[src/rtl/gray_pkg.sv]
// Shared definitions for the Gray-code counter: default width, step kinds,
// and the binary-to-Gray conversion used by both the design and its bench.
package gray_pkg;

  localparam int GRAY_SIZE_DEFAULT = 8;

  // What the counter does on a given edge, after priority has been resolved.
  typedef enum logic [1:0] {
    STEP_HOLD = 2'd0,
    STEP_LOAD = 2'd1,
    STEP_UP   = 2'd2,
    STEP_DOWN = 2'd3
  } step_e;

  // Operates on a full 32-bit word; callers narrower than 32 bits keep the
  // low bits, which is exact because the upper input bits are zero.
  function automatic logic [31:0] bin_to_gray(input logic [31:0] value);
    return value ^ (value >> 1);
  endfunction

endpackage

[src/rtl/gray_counter_if.sv]
// Control and status bundle of the Gray-code counter: count/load controls in,
// registered binary, Gray and wrap status out.
interface gray_counter_if #(
  parameter int SIZE = gray_pkg::GRAY_SIZE_DEFAULT
);

  logic            en;
  logic            up;
  logic            load;
  logic [SIZE-1:0] load_val;
  logic [SIZE-1:0] bin;
  logic [SIZE-1:0] gray;
  logic            wrap;

  modport master (
    output en, up, load, load_val,
    input  bin, gray, wrap
  );

  modport slave (
    input  en, up, load, load_val,
    output bin, gray, wrap
  );

endinterface

[src/rtl/gray_counter_bin2gray.sv]
// Purely combinational binary-to-Gray converter: each Gray bit is the XOR of
// a binary bit with its next-higher neighbour.
module bin2gray
  import gray_pkg::*;
#(
  parameter int SIZE = GRAY_SIZE_DEFAULT
) (
  input  logic [SIZE-1:0] bin_i,
  output logic [SIZE-1:0] gray_o
);

  assign gray_o = SIZE'(bin_to_gray(32'(bin_i)));

endmodule

[src/rtl/gray_counter.sv]
// Up/down binary counter with a registered Gray-code copy and a wrap pulse.
// The Gray register is fed from the next binary value, so it never lags bin.
module gray_counter
  import gray_pkg::*;
#(
  parameter int SIZE = GRAY_SIZE_DEFAULT
) (
  input  logic          clk,
  input  logic          rst_n,
  gray_counter_if.slave bus
);

  logic [SIZE-1:0] bin_q;
  logic [SIZE-1:0] gray_q;
  logic            wrap_q;

  logic [SIZE-1:0] bin_nxt;
  logic [SIZE-1:0] gray_nxt;
  logic            wrap_nxt;
  step_e           step;

  // NOTE: every output of this block gets a default before any branch, so no
  // path leaves a signal unassigned and no latch is inferred.
  always_comb begin
    step     = STEP_HOLD;
    bin_nxt  = bin_q;
    wrap_nxt = 1'b0;

    if (bus.load) begin
      step = STEP_LOAD;
    end else if (bus.en) begin
      step = bus.up ? STEP_UP : STEP_DOWN;
    end

    // Wrap is judged on the value being left, not the value being entered.
    case (step)
      STEP_LOAD: bin_nxt = bus.load_val;
      STEP_UP: begin
        bin_nxt  = bin_q + SIZE'(1);
        wrap_nxt = &bin_q;
      end
      STEP_DOWN: begin
        bin_nxt  = bin_q - SIZE'(1);
        wrap_nxt = ~|bin_q;
      end
      default: ;
    endcase
  end

  bin2gray #(
    .SIZE (SIZE)
  ) u_bin2gray (
    .bin_i  (bin_nxt),
    .gray_o (gray_nxt)
  );

  // NOTE: reset is sampled on the clock edge only; there is no asynchronous
  // path, and reset wins over load and enable on the same edge.
  always_ff @(posedge clk) begin
    if (!rst_n) begin
      bin_q  <= '0;
      gray_q <= '0;
      wrap_q <= 1'b0;
    end else begin
      bin_q  <= bin_nxt;
      gray_q <= gray_nxt;
      wrap_q <= wrap_nxt;
    end
  end

  assign bus.bin  = bin_q;
  assign bus.gray = gray_q;
  assign bus.wrap = wrap_q;

endmodule

[src/flat_wrapper.sv]
// flat-port wrapper written by rule: the top's interface ports become plain ports
module gray_counter_flat import gray_pkg::*;
#(
  parameter int SIZE = GRAY_SIZE_DEFAULT
)
  (clk, rst_n, bus_en, bus_up, bus_load, bus_load_val, bus_bin, bus_gray, bus_wrap);
  gray_counter_if #(.SIZE(SIZE)) bus_i ();
  input  logic clk;
  input  logic rst_n;
  input wire logic [$bits(bus_i.en)-1:0] bus_en;
  input wire logic [$bits(bus_i.up)-1:0] bus_up;
  input wire logic [$bits(bus_i.load)-1:0] bus_load;
  input wire logic [$bits(bus_i.load_val)-1:0] bus_load_val;
  output wire logic [$bits(bus_i.bin)-1:0] bus_bin;
  output wire logic [$bits(bus_i.gray)-1:0] bus_gray;
  output wire logic [$bits(bus_i.wrap)-1:0] bus_wrap;
  assign bus_i.en = bus_en;
  assign bus_i.up = bus_up;
  assign bus_i.load = bus_load;
  assign bus_i.load_val = bus_load_val;
  assign bus_bin = bus_i.bin;
  assign bus_gray = bus_i.gray;
  assign bus_wrap = bus_i.wrap;
  gray_counter #(.SIZE(SIZE)) u_core (.clk(clk), .rst_n(rst_n), .bus(bus_i));
endmodule
[config.mk]
export PLATFORM = sky130hd
export DESIGN_NAME = gray_counter_flat
export DESIGN_NICKNAME = d
export VERILOG_FILES = /design/src/rtl/gray_pkg.sv /design/src/rtl/gray_counter_if.sv /design/src/rtl/gray_counter_bin2gray.sv /design/src/rtl/gray_counter.sv /design/src/flat_wrapper.sv
export SDC_FILE = /design/constraint.sdc
export NUM_CORES = 1
export LEC_CHECK = 0
export CORE_MARGIN = 4
export CORE_UTILIZATION = 46
export CTS_CLUSTER_SIZE = 16
export DETAILED_ROUTE_END_ITERATION = 12
export PLACE_DENSITY = 0.76
export SYNTH_ARGS = -nofsm -noshare
export SYNTH_HDL_FRONTEND = slang
export SYNTH_SLANG_ARGS = --single-unit
[constraint.sdc]
create_clock -name clk -period 3.78 [get_ports clk]
set_input_delay 0.756 -clock clk [delete_from_list [all_inputs] [get_ports clk]]
set_output_delay 0.756 -clock clk [all_outputs]
set_load 0.02 [all_outputs]
==> out/results.txt <==
outcome: finished, final reports clean
CP Data Required Time: 3.95 ns
Worst-path clk slew: 0.08 ns
via density per instance: 5.53
Comb power frac: 33.7%
GRT overflow: 0
sequential power share: 46.8%
Hold Path Class: reg2reg
1st-iter DRT viols: 12
vias in the first global route: 896
Setup violations, final: 0
drt first pass iters: 4
CTS tree: done
layout cell share with drive strength beyond 1: 8.11%
Detail Placement HPWL: 1870 microns
met2 Track Usage GR: 28.4%
io pins: 30
Cell Pwr Density: 316 nW/um^2
Synth cell types: 43
Root Driver: clkbuf_4
Switching Power: 132 uW
CP Launch Type: input pin
relative slew slack: 73.4%
IO buf count: 29
Setup WS post-layout: 0.630 ns
CP max stage delay: 0.53 ns
number of inserted diodes: 0
Core ar.: 2040 sq um
P_int: 295 uW
Sw Share: 31.0%
RSZ-0062 raised after global routing: no
Peak supply drop: 350 uV
Synth Register Bits: 16
Initial Util: 50.9%
Fin Setup TNS: 0 ns
Final nets: 164
Routed WL: 2430 microns
Setup crit end kind: flip-flop
synthesized netlist cell count: 123
Wirelength per Cell: 13.9 microns
postcts setup bufs: 0
busiest layer in global routing: met2
share of the synthesized area in the top cell type: 30.8%
H-Tree Depth: 1
GR Layer Usage met1: 19.6%
Leak: 0.504 nW
Tmin final: 3.15 ns
pre-CTS setup slack: 0.334 ns
CTS buffer count: 3
pin count of the biggest net entering global routing: 27
Critical-path top delay cell: or4b_1
Max Freq: 317 MHz
Post-Syn Area: 1040 sq um
clock share of power: 19.5%
die width: 55.5 microns
worst skew pair latency: 0.27 ns
sequential area share after synthesis: 30.8%
Worst Tran Pin Value: 0.398 ns
Post-Syn Area per Cell: 8.44 sq um
Final Hold Fails: 0
row count: 16
cell taking the most area after synthesis: dfxtp_1
met3 usage: 5.59%
critical path peak fanout: 5
cell chain of the critical path: clkdlybuf4s50_1, or3b_1, xnor2_1, ha_1, or4b_1, nor3_4, o311ai_2, xor2_1, and2_1
P&R area growth vs syn: 30.1%
Chip Height: 55.5 microns
Layout Skew: 0.000548 ns
DRC: 0
total track usage: 16.3%
Max-Cap Viols: 0
Period Utilization, post-route: 83.3%
Vias: 967
CTS sink cnt: 16
clock tree buffer depth: 2
Area contributors post-synth: dfxtp_1, and2_1, xor2_1
crit path DAT: 3.32 ns
post-CTS sizing: 0
first-pass GRT wire length: 4080 microns
ANT nets after route: 0
die footprint: 3080 sq um
CTS Hold Bufs: 0
Slew Viols, Final: 0
routability cong.: 0.870
Setup CP Type: in2reg
syn_nets: 137
initial antenna violation count: 0
WHS: 0.746 ns
Ys Warns: 0
power groups by stage:
| stage | combinational (mW) | sequential (mW) | clock, mW |
|---|---|---|---|
| 2_1_floorplan | 0.0733 | 0.217 | 0 |
| 3_3_place_gp | 0.142 | 0.204 | 0 |
| 3_5_place_dp | 0.145 | 0.204 | 0 |
| 4_1_cts | 0.146 | 0.200 | 0.0863 |
| 5_1_grt | 0.156 | 0.203 | 0.0913 |
| 6_report | 0.144 | 0.200 | 0.0832 |
cells by family after synthesis:
kind of cell | share of synthesized area (%)
AO/OA/AOI/OAI | 12.7
XOR/XNOR | 7.59
adder cells (fa/ha/maj) | 1.20
buffers and inverters | 5.78
flip-flops | 30.8
multiplexers | 1.93
AND/OR/NAND/NOR | 40.0
cell type report:
cell class                      count  area [sq um]
Clock buffer                        3          22.5
Fill cell                         181           691
Inverter                            1          3.75
Multi-Input combinational cell     96           658
Sequential cell                    16           320
Tap cell                           27          33.8
Timing Repair Buffer               32           313
stage by stage:
stage	utilization, %	std cells	instance area (sq um)	total power [mW]
after CTS	66.2	175	1350	0.432
after global placement	65.1	172	1330	0.346
after floorplan	-	123	1040	0.290
final	66.2	175	1350	0.427
after global routing	66.2	175	1350	0.450
after detailed placement	65.1	172	1330	0.349
synthesized netlist by cell type, drive strengths merged:
cell type / instances
nor4: 1
nand3: 7
ha: 1
o211ai: 2
nand2b: 3
a22oi: 3
a211o: 2
nand2: 4
or4: 1
nor2: 11
mux2i: 2
nand3b: 2
a21oi: 2
and3b: 1
nor3b: 2
nand4: 3
inv: 1
o21ai: 3
a31oi: 2
buf: 8
nand4b: 1
or2: 1
xnor2: 3
or3: 2
o22ai: 2
o311ai: 1
and4: 1
xor2: 6
a311o: 1
nor2b: 2
clkbuf: 2
or4b: 2
nor3: 6
or3b: 3
dfxtp: 16
and2: 13
cells in the final DEF, fill, tap and decap left out, types with 2 or more instances in the layout:
| master | count |
|---|---|
| nor3_1 | 5 |
| nand3b_1 | 2 |
| a21oi_1 | 2 |
| a31oi_1 | 2 |
| o211ai_1 | 2 |
| nand2b_1 | 3 |
| and2_1 | 13 |
| or3b_1 | 2 |
| o21ai_0 | 2 |
| nand4_1 | 3 |
| nand3_1 | 6 |
| clkdlybuf4s50_1 | 29 |
| nor2_1 | 11 |
| o22ai_1 | 2 |
| clkbuf_4 | 3 |
| buf_4 | 3 |
| a22oi_1 | 3 |
| xor2_1 | 6 |
| nor2b_1 | 2 |
| or4b_1 | 2 |
| or3_1 | 2 |
| nand2_1 | 4 |
| mux2i_1 | 2 |
| a211o_1 | 2 |
| dfxtp_1 | 16 |
| xnor2_1 | 3 |
path summary, 6_finish.rpt:
check / start / to / slack, ns / depth (start not counted)
worst min-delay path: u_core.bus.bin[6] / u_core.bus.wrap / 0.75 / 4
worst min register to register: u_core.bus.bin[6] / u_core.bus.wrap / 0.75 / 4
worst max-delay path: bus_en / u_core.bus.gray[5] / 0.63 / 9
worst max register to register: u_core.bus.bin[1] / u_core.bus.gray[5] / 1.58 / 7
worst max-delay path, delay by kind of cell:
family / cells / cell delay, ns
buffers and inverters: 1 / 0.47
xor gates and xnor gates: 2 / 0.36
and+or+nand+nor: 4 / 1.33
AOI/OAI and AO/OA: 1 / 0.17
adders and majority gates: 1 / 0.24
registers in the layout, indices dropped and copies added (netlist names):
name,count
u_core.bus.bin,7
u_core.bus.gray,8
u_core.bus.wrap,1
per-layer routing:
| layer | wire length, microns | share of wire (%) |
|---|---|---|
| met2 | 1210 | 50 |
| met5 | 0 | 0 |
| met3 | 126 | 5.2 |
| met4 | 0 | 0 |
| met1 | 1090 | 45 |
Power figures use the tool's default switching activity.
